`src/rtl/pushbutton_pkg.sv`:
```
// Shared types and constants for the debounced pushbutton toggle bank.
// Long-press support is controlled by the macro PUSHBUTTON_LONG_PRESS_EN.
package pushbutton_pkg;

    typedef enum logic [1:0] {
        IDLE    = 2'd0,
        LOCKOUT = 2'd1,
        HELD    = 2'd2
    } pb_state_e;

    // 20 ms tick from a 50 MHz clk_ms
    localparam int unsigned DEFAULT_CLK_DIV = 1000000;

    function automatic int unsigned max_u(input int unsigned a, input int unsigned b);
        return (a > b) ? a : b;
    endfunction

endpackage

```
`src/rtl/pushbutton_toggle_bank_if.sv`:
```
// Button bank signal bundle: raw button levels in, toggle state and pulses out.
interface pushbutton_toggle_bank_if #(
    parameter int unsigned CHANNELS = 4
);
    logic [CHANNELS-1:0] pressed;
    logic [CHANNELS-1:0] state;
    logic [CHANNELS-1:0] press_pulse;
    logic [CHANNELS-1:0] long_pulse;

    modport master (output pressed, input state, input press_pulse, input long_pulse);
    modport slave  (input pressed, output state, output press_pulse, output long_pulse);
endinterface

```
`src/rtl/pushbutton_channel.sv`:
```
// One debounced toggle button: synchroniser, lockout FSM, tick counter, outputs.
// PUSHBUTTON_LONG_PRESS_EN compiles in the long-press pulse.
module pushbutton_channel
    import pushbutton_pkg::*;
#(
    parameter int unsigned LOCKOUT_TICKS = 10
`ifdef PUSHBUTTON_LONG_PRESS_EN
    , parameter int unsigned LONG_TICKS = 50
`endif
) (
    input  logic clk_ms,
    input  logic reset,
    input  logic tick,
    input  logic pressed,
    output logic state,
    output logic press_pulse,
    output logic long_pulse
);
`ifdef PUSHBUTTON_LONG_PRESS_EN
    localparam int unsigned CNT_TOP = max_u(LOCKOUT_TICKS, LONG_TICKS);
`else
    localparam int unsigned CNT_TOP = LOCKOUT_TICKS;
`endif
    localparam int unsigned CNT_W = $clog2(CNT_TOP + 1);

    logic             sync1, pressed_s;
    pb_state_e        cur, nxt;
    logic [CNT_W-1:0] cnt, cnt_n, cnt_inc;
    logic             state_n, press_pulse_n;

    // Synchroniser resets high so a button held through reset reads as held
    always_ff @(posedge clk_ms) begin
        if (reset) begin
            sync1     <= 1'b1;
            pressed_s <= 1'b1;
        end else begin
            sync1     <= pressed;
            pressed_s <= sync1;
        end
    end

    assign cnt_inc = (tick && cnt != '1) ? cnt + 1'b1 : cnt;

`ifdef PUSHBUTTON_LONG_PRESS_EN
    logic long_done, long_done_n, long_pulse_n;
`endif

    always_comb begin
        nxt           = cur;
        cnt_n         = cnt;
        state_n       = state;
        press_pulse_n = 1'b0;
`ifdef PUSHBUTTON_LONG_PRESS_EN
        long_done_n   = long_done;
        long_pulse_n  = 1'b0;
`endif
        case (cur)
            IDLE: begin
                if (pressed_s) begin
                    press_pulse_n = 1'b1;
                    state_n       = ~state;
                    cnt_n         = '0;
`ifdef PUSHBUTTON_LONG_PRESS_EN
                    long_done_n   = 1'b0;
`endif
                    nxt           = LOCKOUT;
                end
            end
            LOCKOUT: begin
                cnt_n = cnt_inc;
                if (cnt == CNT_W'(LOCKOUT_TICKS))
                    nxt = pressed_s ? HELD : IDLE;
            end
            HELD: begin
`ifdef PUSHBUTTON_LONG_PRESS_EN
                cnt_n = cnt_inc;
`endif
                if (!pressed_s)
                    nxt = IDLE;
            end
            default: nxt = HELD;
        endcase
`ifdef PUSHBUTTON_LONG_PRESS_EN
        if ((cur == LOCKOUT || cur == HELD) && cnt == CNT_W'(LONG_TICKS) && !long_done) begin
            long_pulse_n = 1'b1;
            long_done_n  = 1'b1;
        end
`endif
    end

    always_ff @(posedge clk_ms) begin
        if (reset) begin
            cur         <= HELD;
            cnt         <= '0;
            state       <= 1'b0;
            press_pulse <= 1'b0;
        end else begin
            cur         <= nxt;
            cnt         <= cnt_n;
            state       <= state_n;
            press_pulse <= press_pulse_n;
        end
    end

`ifdef PUSHBUTTON_LONG_PRESS_EN
    always_ff @(posedge clk_ms) begin
        if (reset) begin
            long_done  <= 1'b1;
            long_pulse <= 1'b0;
        end else begin
            long_done  <= long_done_n;
            long_pulse <= long_pulse_n;
        end
    end
`else
    assign long_pulse = 1'b0;
`endif

endmodule

```
`src/rtl/pushbutton_toggle_bank.sv`:
```
// Bank of CHANNELS debounced toggle buttons sharing one tick prescaler.
// PUSHBUTTON_LONG_PRESS_EN enables the per-channel long-press pulse.
module pushbutton_toggle_bank
    import pushbutton_pkg::*;
#(
    parameter int unsigned CHANNELS      = 4,
    parameter int unsigned CLK_DIV       = DEFAULT_CLK_DIV,
    parameter int unsigned LOCKOUT_TICKS = 10,
    parameter int unsigned LONG_TICKS    = 50
) (
    input logic                     clk_ms,
    input logic                     reset,
    pushbutton_toggle_bank_if.slave bus
);
    localparam int unsigned DIV_W = $clog2(CLK_DIV);

    if (CHANNELS < 1 || CLK_DIV < 2 || LOCKOUT_TICKS < 1 || LONG_TICKS <= LOCKOUT_TICKS) begin : g_param_err
        $error("pushbutton_toggle_bank: illegal parameter combination");
    end

    logic [DIV_W-1:0] div_cnt;
    logic             tick;

    assign tick = (div_cnt == DIV_W'(CLK_DIV - 1));

    always_ff @(posedge clk_ms) begin
        if (reset || tick)
            div_cnt <= '0;
        else
            div_cnt <= div_cnt + 1'b1;
    end

    for (genvar i = 0; i < CHANNELS; i++) begin : g_ch
        pushbutton_channel #(
            .LOCKOUT_TICKS(LOCKOUT_TICKS)
`ifdef PUSHBUTTON_LONG_PRESS_EN
            , .LONG_TICKS(LONG_TICKS)
`endif
        ) u_ch (
            .clk_ms     (clk_ms),
            .reset      (reset),
            .tick       (tick),
            .pressed    (bus.pressed[i]),
            .state      (bus.state[i]),
            .press_pulse(bus.press_pulse[i]),
            .long_pulse (bus.long_pulse[i])
        );
    end

endmodule

```
`src/flat_wrapper.sv`:
```
// flat-port wrapper written by rule: the top's interface ports become plain ports
module pushbutton_toggle_bank_flat import pushbutton_pkg::*;
#(
    parameter int unsigned CHANNELS      = 4,
    parameter int unsigned CLK_DIV       = DEFAULT_CLK_DIV,
    parameter int unsigned LOCKOUT_TICKS = 10,
    parameter int unsigned LONG_TICKS    = 50
)
  (clk_ms, reset, bus_pressed, bus_state, bus_press_pulse, bus_long_pulse);
  pushbutton_toggle_bank_if #(.CHANNELS(CHANNELS)) bus_i ();
  input logic clk_ms;
  input logic reset;
  input wire logic [$bits(bus_i.pressed)-1:0] bus_pressed;
  output wire logic [$bits(bus_i.state)-1:0] bus_state;
  output wire logic [$bits(bus_i.press_pulse)-1:0] bus_press_pulse;
  output wire logic [$bits(bus_i.long_pulse)-1:0] bus_long_pulse;
  assign bus_i.pressed = bus_pressed;
  assign bus_state = bus_i.state;
  assign bus_press_pulse = bus_i.press_pulse;
  assign bus_long_pulse = bus_i.long_pulse;
  pushbutton_toggle_bank #(.CHANNELS(CHANNELS), .CLK_DIV(CLK_DIV), .LOCKOUT_TICKS(LOCKOUT_TICKS), .LONG_TICKS(LONG_TICKS)) u_core (.clk_ms(clk_ms), .reset(reset), .bus(bus_i));
endmodule
```
`config.mk`:
```
export PLATFORM = sky130hd
export DESIGN_NAME = pushbutton_toggle_bank_flat
export DESIGN_NICKNAME = d
export VERILOG_FILES = /design/src/rtl/pushbutton_pkg.sv /design/src/rtl/pushbutton_toggle_bank_if.sv /design/src/rtl/pushbutton_channel.sv /design/src/rtl/pushbutton_toggle_bank.sv /design/src/flat_wrapper.sv
export SDC_FILE = /design/constraint.sdc
export NUM_CORES = 1
export LEC_CHECK = 0
export BUFFER_PORTS_ARGS = -buffer_cell sky130_fd_sc_hd__buf_4
export CORE_MARGIN = 2
export CORE_UTILIZATION = 49
export DETAILED_ROUTE_END_ITERATION = 10
export PLACE_DENSITY = 0.79
export SLEW_MARGIN = 20
export SYNTH_ARGS = -nofsm -noshare
export SYNTH_HDL_FRONTEND = slang
export SYNTH_SLANG_ARGS = --single-unit
```
`constraint.sdc`:
```
create_clock -name clk_ms -period 6 [get_ports clk_ms]
set_clock_uncertainty 0.15 [all_clocks]
set_input_delay 0.9 -clock clk_ms [delete_from_list [all_inputs] [get_ports clk_ms]]
set_output_delay 0.9 -clock clk_ms [all_outputs]
set_load 0.02 [all_outputs]
```
# Word-level counts from Yosys, hierarchy flattened
# Cells that the tools add are included.
dict set report word_totals {
  ff_bits 60
  out_inout_bits 12
  wordCells 136
}
dict set report op_classes {
  n_eq_ne 33
  bitwise_logic 8
  add_sub_neg 5
  n_reduce_logical 29
  muxes 36
}
# op count
set ops {}
lappend ops {{two-way mux 2 bit} 16}
lappend ops {{two-way mux 4 bit} 8}
lappend ops {{inequality test 2 bit (second input constant)} 16}
lappend ops {{one-hot mux 4 bit (2 select lines)} 4}
lappend ops {{one-hot mux 2 bit (3 select lines)} 4}
lappend ops {{AND reduction 3 bit} 8}
lappend ops {{adder 20 x 1 -> 20 bit (second input constant)} 1}
lappend ops {{equality test 20 bit (second input constant)} 1}
lappend ops {{adder 4 x 1 -> 4 bit (second input constant)} 4}
lappend ops {{equality test 4 bit (second input constant)} 4}
lappend ops {{inequality test 4 bit (second input constant)} 4}
lappend ops {{equality test 2 x 1 -> 1 bit (second input constant)} 4}
lappend ops {{equality test 2 bit (second input constant)} 4}
lappend ops {{logical NOT 2 bit} 4}
lappend ops {{NOT 1 bit} 8}
lappend ops {{AND reduction 2 bit} 4}
lappend ops {{nonzero test 2 bit} 4}
lappend ops {{OR reduction 2 bit} 4}
lappend ops {{logical AND 1 bit} 4}
lappend ops {{two-way mux 1 bit} 4}
lappend ops {{logical OR 1 bit} 1}

# Logic depth before layout (Yosys ltp)
# Gate-level depths: netlist (run 1).
dict set report depth {
  depth_word 4
  depth_mapped 6
  depth_no_buf 5
}

# Modules after synthesis
# Synthesis (run 1) repeated with hierarchy kept, for this count alone.
dict set report hier_totals {
  cells_unflattened 291
  hier_area_um2 2806.4
}
# mod n_inst area_per_inst_um2 cells_each seq_area_each_um2
set by_module_without_submodules {}
lappend by_module_without_submodules {pushbutton_channel 4 469.2 47 200.2}
lappend by_module_without_submodules {pushbutton_toggle_bank 1 929.6 103 400.4}

# Worst setup path before layout (run 1)
# Ideal clock, no wire load.
dict set report synth_path {
  kind {in2reg}
  start {input reset}
  end {register u_core.g_ch[2].u_ch.cnt[2]}
  setup_slack_ns 3.928
  cell_stages 4
  required_ns 5.778
  arrival_time_ns 1.850
  n_path_buf 1
  cell_sequence {buf_6 or3b_2 or2_2 mux2i_1}
}
# element line_no
set synth_rtl {}
lappend synth_rtl {{start, declared} flat_wrapper.sv:12} ;# input logic reset;
lappend synth_rtl {{end signal, assigned} pushbutton_channel.sv:99} ;# cnt <= cnt_n;
lappend synth_rtl {{end, declared} pushbutton_channel.sv:28} ;# logic [CNT_W-1:0] cnt, cnt_n, cnt_inc;

# Worst setup path in the final report (run 1)
dict set report layout_path {
  start {register u_core.div_cnt[0]}
  end {register u_core.div_cnt[10]}
}
dict set report layout_between {
  elab_chain_len 2
  elab_cells_between_ends 3
  classes_between {add/sub: 1; eq/ne: 1; reduce/logical: 1}
}
# element line_no
set layout_rtl {}
lappend layout_rtl {{start, declared} pushbutton_toggle_bank.sv:21} ;# logic [DIV_W-1:0] div_cnt;
lappend layout_rtl {{start signal, assigned} pushbutton_toggle_bank.sv:30} ;# div_cnt <= div_cnt + 1'b1;
lappend layout_rtl {{branches (longest 2 deep; another with adder 20 x 1 -> 20 bit)} --}
# Several ways; the timed one is not identified.
# A chain may end at the register's enable or synchronous reset.

==> results.json, run 1 <==
{
  "num_rows": 27,
  "yosysWarnings": 0,
  "dp_slack_ns": 3.59,
  "firstDrtPassIters": 4,
  "end_kind": "flip-flop",
  "cts_resized": 0,
  "cts_tree": "built",
  "syn_avg_cell_area_um2": 8.98,
  "hpwlAfterDp_mm": 3.57,
  "synth-seq-area-share_pct": 41.9,
  "drtIter0Drc": 163,
  "tns_ns": 0,
  "path_class": "reg2reg",
  "ys_seq_elements": 60,
  "fillers": 515,
  "ir_drop_v": 0.000153,
  "finalCriticalPeriod_ns": 2.40,
  "crit_arrival_ns": 2.43,
  "grt.total_usage_pct": 18.3,
  "io_pins": 18,
  "crit_start": "u_core.div_cnt[0]",
  "p_total_w": 0.000757,
  "die_y_um": 80.5,
  "cts_sinks": 60,
  "crit-reg2reg-launch": "u_core.div_cnt[0]",
  "ant_nets": 0,
  "path_max_fanout": 18,
  "cp-endpoint": "u_core.div_cnt[10]",
  "grt_max_degree": 37,
  "cp.required_ns": 6.03,
  "clk_latency_ns": 0.33,
  "grt_setup_unrepaired": "no",
  "holdBufCountCts": 0,
  "numCtsBuffers": 9,
  "ff2ff_setup_slack_ns": 3.60,
  "reg2reg_to": "u_core.div_cnt[10]",
  "slew_headroom_pct": 50.4,
  "finalSetupViolations": 0,
  "synth_ff_type": "dfxtp_1",
  "power.leakage_nw": 1.10,
  "grt.overflow.total": 0,
  "gp_congestion": 0.878,
  "worst_pin_slew_ns": 0.744,
  "hold_viol_final": 0,
  "maxCapViolCount": 0,
  "timing.final.crit_share_pct": 40.0,
  "synth.cell_area_um2": 2870,
  "hp-class": "reg2reg",
  "yosysUniqueCellTypes": 55,
  "drive_above_1_share_pct": 16.6,
  "dr_total_vias": 2213,
  "postCtsSetupBuffers": 0,
  "r2r_cells": 5,
  "start_kind": "flip-flop",
  "drc": 0,
  "grt_pass1_vias": 2084,
  "synth_edf_count": 0,
  "fmax_mhz": 417,
  "cts_max_path_buffers": 2,
  "htreeDepth": 3,
  "cellPowerDensity_nw_per_um2": 246,
  "wire_per_inst_um": 13.1,
  "synth_cells": 319,
  "antennaDiodeCount": 0,
  "via_per_inst": 5.57,
  "area_growth_pct": 7.21,
  "io_buffers": 13,
  "grt_pass1_wl_mm": 9.19,
  "dieArea_um2": 6480,
  "nets": 335,
  "status": "completed",
  "root_buffer": "clkbuf_8",
  "antenna_found_initial": 0,
  "start_util_pct": 51.4,
  "fin_ws_ns": 3.60,
  "slew_viol_final": 0,
  "synthArstFlopShare_pct": 0,
  "fp.dieW_um": 80.5,
  "dpl.cell_count": 381,
  "core_um2": 5570,
  "clk_pin_slew_ns": 0.06,
  "wl_mm": 5.19,
  "stdcell_count": 397
}
## worst max-delay path: stages (launching register included)
cell	delay, ns
dfxtp_1	0.36
ha_1	0.23
and4_2	0.30
nand4_2	0.34
o21ai_2	0.73
nor2_1	0.13
## metrics by stage
step / hold WS [ns] / area [um^2] / util (%)
4_1_cts: 0.261 / 3070 / 55.1
2_1_floorplan: 0.239 / 2880 / -
6_report: 0.258 / 3070 / 55.1
3_3_place_gp: 0.243 / 2910 / 52.2
3_5_place_dp: 0.247 / 2910 / 52.2
5_1_grt: 0.280 / 3070 / 55.1
## how the worst min path moves through the flow
stage / from / endpoint / slack [ns] / depth (start not counted)
detailed placement: u_core.g_ch[0].u_ch.sync1 / u_core.g_ch[0].u_ch.pressed_s / 0.25 / 1
global placement: u_core.g_ch[0].u_ch.sync1 / u_core.g_ch[0].u_ch.pressed_s / 0.24 / 1
CTS: u_core.g_ch[0].u_ch.sync1 / u_core.g_ch[0].u_ch.pressed_s / 0.26 / 1
finish: u_core.g_ch[0].u_ch.sync1 / u_core.g_ch[0].u_ch.pressed_s / 0.26 / 1
global route: u_core.g_ch[2].u_ch.sync1 / u_core.g_ch[2].u_ch.pressed_s / 0.28 / 1
floorplan: u_core.g_ch[0].u_ch.sync1 / u_core.g_ch[0].u_ch.pressed_s / 0.24 / 1
## layout by cell type (no fill, tap or decap), types with 3 or more instances in the layout
cell type | synthesis | layout
o211ai_1 | 6 | 6
nor2_1 | 24 | 24
or3_1 | 7 | 7
or3b_2 | 3 | 3
ha_1 | 9 | 9
buf_4 | 12 | 13
xnor2_1 | 3 | 3
nand2_1 | 19 | 19
nor3b_1 | 3 | 3
and2b_2 | 3 | 3
a21oi_1 | 11 | 11
nor3_1 | 9 | 9
nand4_1 | 8 | 8
nand3_1 | 27 | 27
xor2_1 | 13 | 13
clkbuf_1 | 9 | 4
inv_1 | 7 | 7
a31oi_1 | 5 | 5
nor2b_1 | 4 | 4
conb_1 | 1 | 4
and4_1 | 4 | 4
nand3b_1 | 4 | 4
or2_2 | 10 | 10
o21ai_0 | 12 | 12
clkbuf_8 | 0 | 10
dfxtp_1 | 60 | 60
mux2i_1 | 4 | 4
## Yosys cell counts, drive strengths merged, types with 2 or more instances
cell type  number  area [um^2]
o41ai           2         17.5
dfxtp          60         1200
nand3          27          135
xor2           13          114
nor2b           4         25.0
and2b           3         26.3
nor4b           2         32.5
nor2           24         90.1
a21oi          11         55.1
nand2b          2         12.5
or3             7         43.8
o21ai          13         68.8
and4b           2         20.0
nor4            2         12.5
inv             7         26.3
a31o            2         17.5
and4            6         55.1
ha              9          113
clkbuf         10         38.8
xnor2           3         26.3
o211ai          6         45.0
or2            10         62.6
nor3b           3         22.5
mux2i           4         40.0
nor3            9         45.0
or3b            3         26.3
a31oi           5         31.3
buf            16          116
nand2          20         82.6
and2            4         27.5
o21a            2         15.0
nand4b          2         17.5
o2111ai         2         17.5
nand4           9         62.6
nand3b          4         30.0
## power by group
group	switching [W]	total [W]	internal [W]
Clock	0.000145	0.000306	0.000160
Combinational	0.0000224	0.0000371	0.0000148
Sequential	0.00000657	0.000414	0.000408
Total	0.000174	0.000757	0.000583
## sequential cells by signal (all words and copies together), names as in the netlist
| register | flops |
|---|---|
| u_core.g_ch.u_ch.press_pulse | 4 |
| u_core.g_ch.u_ch.cnt | 16 |
| u_core.g_ch.u_ch.pressed_s | 4 |
| u_core.g_ch.u_ch.sync1 | 4 |
| u_core.g_ch.u_ch.state | 4 |
| u_core.g_ch.u_ch.cur | 8 |
| u_core.div_cnt | 20 |
## cells by family after synthesis
logic type / synth area share, %
AO/OA/AOI/OAI: 11.2
buffers and inverters: 6.33
XOR/XNOR: 4.89
adder cells (fa/ha/maj): 3.93
other: 0.131
AND/OR/NAND/NOR: 29.7
flip-flops: 41.9
multiplexers: 1.92
## routing by layer
| metal | GRT usage [%] | wire length, um |
|---|---|---|
| met1 | 23.0 | 2530 |
| met2 | 29.0 | 2370 |
| met3 | 4.16 | 197 |
| met4 | 9.83 | 104 |
| met5 | 0 | 0 |
## final cells by class
class                   count  area (um^2)  area share, %
inverters                   7         26.3          0.855
repair buffers             13         97.6           3.18
multi-input cells         229         1490           48.6
clock inverters             2         10.0          0.326
well taps                  72         90.1           2.93
clock buffers              14          153           4.97
flip-flops and latches     60         1200           39.1
Power figures use the tool's default switching activity.
==> run 2: changes to the inputs <==
clock period = 2.44 ns   (was 6 ns; I/O delays follow)
==> run 2 against run 1 <==
Against the previous run:
- register-to-register slack got worse by 3.2 ns
- power grew to 2.7 times the previous value
- clock power rose to 3.0 times the previous value
- global-route usage decreased by 0.16 points
- via count rose by 0.14%
- wire length up 1.2%
- maximum frequency increased by 18%
- die area unchanged
- worst setup slack lost 3.2 ns
- sequential power grew 150%
- critical path type unchanged
- largest cell class unchanged
- highest routed layer unchanged
==> results.json, run 2 (synthesis gave the netlist of run 1 again) <==
{
  "htreeDepth": 3,
  "dr_total_vias": 2216,
  "nets": 337,
  "die_y_um": 80.5,
  "grt_setup_unrepaired": "no",
  "cts_resized": 0,
  "grt_pass1_wl_mm": 8.98,
  "slew_viol_final": 0,
  "grt_pass1_vias": 2051,
  "cts_sinks": 60,
  "start_kind": "flip-flop",
  "tns_ns": 0,
  "fin_area_um2": 3130,
  "p_comb_share_pct": 4.6,
  "finalSetupViolations": 0,
  "fillers": 517,
  "slew_headroom_pct": 65.6,
  "cellPowerDensity_nw_per_um2": 645,
  "cp_num_buf_inv": 1,
  "postCtsSetupBuffers": 0,
  "power.leakage_nw": 1.13,
  "clkPwrFrac_pct": 44.9,
  "path_class": "reg2reg",
  "antenna_found_initial": 0,
  "reg_top3": "u_core.div_cnt: 20 flops, u_core.g_ch.u_ch.cnt: 16 flops, u_core.g_ch.u_ch.cur: 8 flops",
  "p_sw_share_pct": 22.5,
  "seqPwrFrac_pct": 50.5,
  "io_pins": 18,
  "hpwlAfterDp_mm": 3.49,
  "hp-class": "in2reg",
  "area_growth_pct": 9.13,
  "worst_pin_slew_ns": 0.516,
  "crit_arrival_ns": 2.12,
  "fp.dieW_um": 80.5,
  "wire_per_inst_um": 13.2,
  "ir_drop_v": 0.000353,
  "wl_mm": 5.26,
  "grt.total_usage_pct": 18.1,
  "maxCapViolCount": 0,
  "cp.required_ns": 2.53,
  "drtIter0Drc": 159,
  "grt_max_degree": 37,
  "fin_ws_ns": 0.410,
  "mostFrequentLayoutCell": "dfxtp_1",
  "critPathSlowestCell": "o311a_2",
  "ff_latch_area_um2": 1200,
  "hold_viol_final": 0,
  "path_max_fanout": 15,
  "p_sw_w": 0.000454,
  "numCtsBuffers": 9,
  "drive_above_1_share_pct": 18.0,
  "largest-register": "u_core.div_cnt",
  "start_util_pct": 51.4,
  "via_per_inst": 5.55,
  "clk_latency_ns": 0.34,
  "final_cell_mix": "dfxtp_1, nand3_1, nor2_1",
  "grt.overflow.total": 0,
  "io_buffers": 13,
  "largest_register_ffs": 20,
  "dp_slack_ns": 0.413,
  "p_int_w": 0.00156,
  "crit_family": "compound AO/OA/AOI/OAI gates",
  "cpPeakStageDelay_ns": 0.38,
  "ant_nets": 0,
  "cp_cell_sequence": "ha_1 -> and4_2 -> nand4_2 -> buf_4 -> o311a_2 -> a31o_2",
  "stdcell_count": 399,
  "clk_pin_slew_ns": 0.07,
  "firstDrtPassIters": 4,
  "fmax_mhz": 493,
  "cts_max_path_buffers": 2,
  "dpl.cell_count": 383,
  "finalCriticalPeriod_ns": 2.03,
  "multiInputGateArea_um2": 1490,
  "holdBufCountCts": 0,
  "dieArea_um2": 6480,
  "status": "completed",
  "drc": 0,
  "gp_congestion": 0.813,
  "cts_tree": "built",
  "num_rows": 27,
  "root_buffer": "clkbuf_8",
  "antennaDiodeCount": 0,
  "end_kind": "flip-flop",
  "post_dp_cell_area_um2": 2920,
  "core_um2": 5570,
  "timing.final.crit_share_pct": 83.2
}
## run 2: final cells by class
cell class	count	share of cell area, %
Clock inverter	4	1.52
Clock buffer	12	4.96
Multi-Input combinational cell	229	47.8
Sequential cell	60	38.4
Tap cell	72	2.88
Timing Repair Buffer	15	3.60
Inverter	7	0.840
## run 2: through the flow
step | utilization (%) | total power, W | hold slack (ns)
after floorplan | - | 0.00112 | 0.239
after global placement | 52.5 | 0.00113 | 0.246
after detailed placement | 52.5 | 0.00113 | 0.246
after CTS | 56.1 | 0.00204 | 0.0388
after global routing | 56.1 | 0.00210 | 0.0354
final | 56.1 | 0.00202 | 0.0518
## run 2: power groups by stage
stage / Combinational (W) / Sequential (W) / Clock, W
3_3_place_gp: 0.0000922 / 0.00104 / 0
6_report: 0.0000933 / 0.00102 / 0.000906
4_1_cts: 0.0000937 / 0.00102 / 0.000926
2_1_floorplan: 0.0000827 / 0.00104 / 0
5_1_grt: 0.000104 / 0.00102 / 0.000974
3_5_place_dp: 0.0000937 / 0.00104 / 0
## run 2: final timing paths
path                                                start                             to  slack, ns  cells after the start
worst max register to register          u_core.div_cnt[0]     u_core.g_ch[2].u_ch.cnt[0]       0.41                      6
worst min register to register  u_core.g_ch[0].u_ch.sync1  u_core.g_ch[0].u_ch.pressed_s       0.26                      1
worst min-delay path                       bus_pressed[0]      u_core.g_ch[0].u_ch.sync1       0.05                      2
worst max-delay path                    u_core.div_cnt[0]     u_core.g_ch[2].u_ch.cnt[0]       0.41                      6
## run 2: per-layer routing
| metal | vias up | share of wire, % | global-route usage (%) |
|---|---|---|---|
| met1 | 1029 | 47 | 22.7 |
| met5 | - | 0 | 0 |
| li1 | 1126 | - | - |
| met4 | 0 | 1.5 | 8.31 |
| met3 | 6 | 5.4 | 6.74 |
| met2 | 55 | 46 | 27.7 |
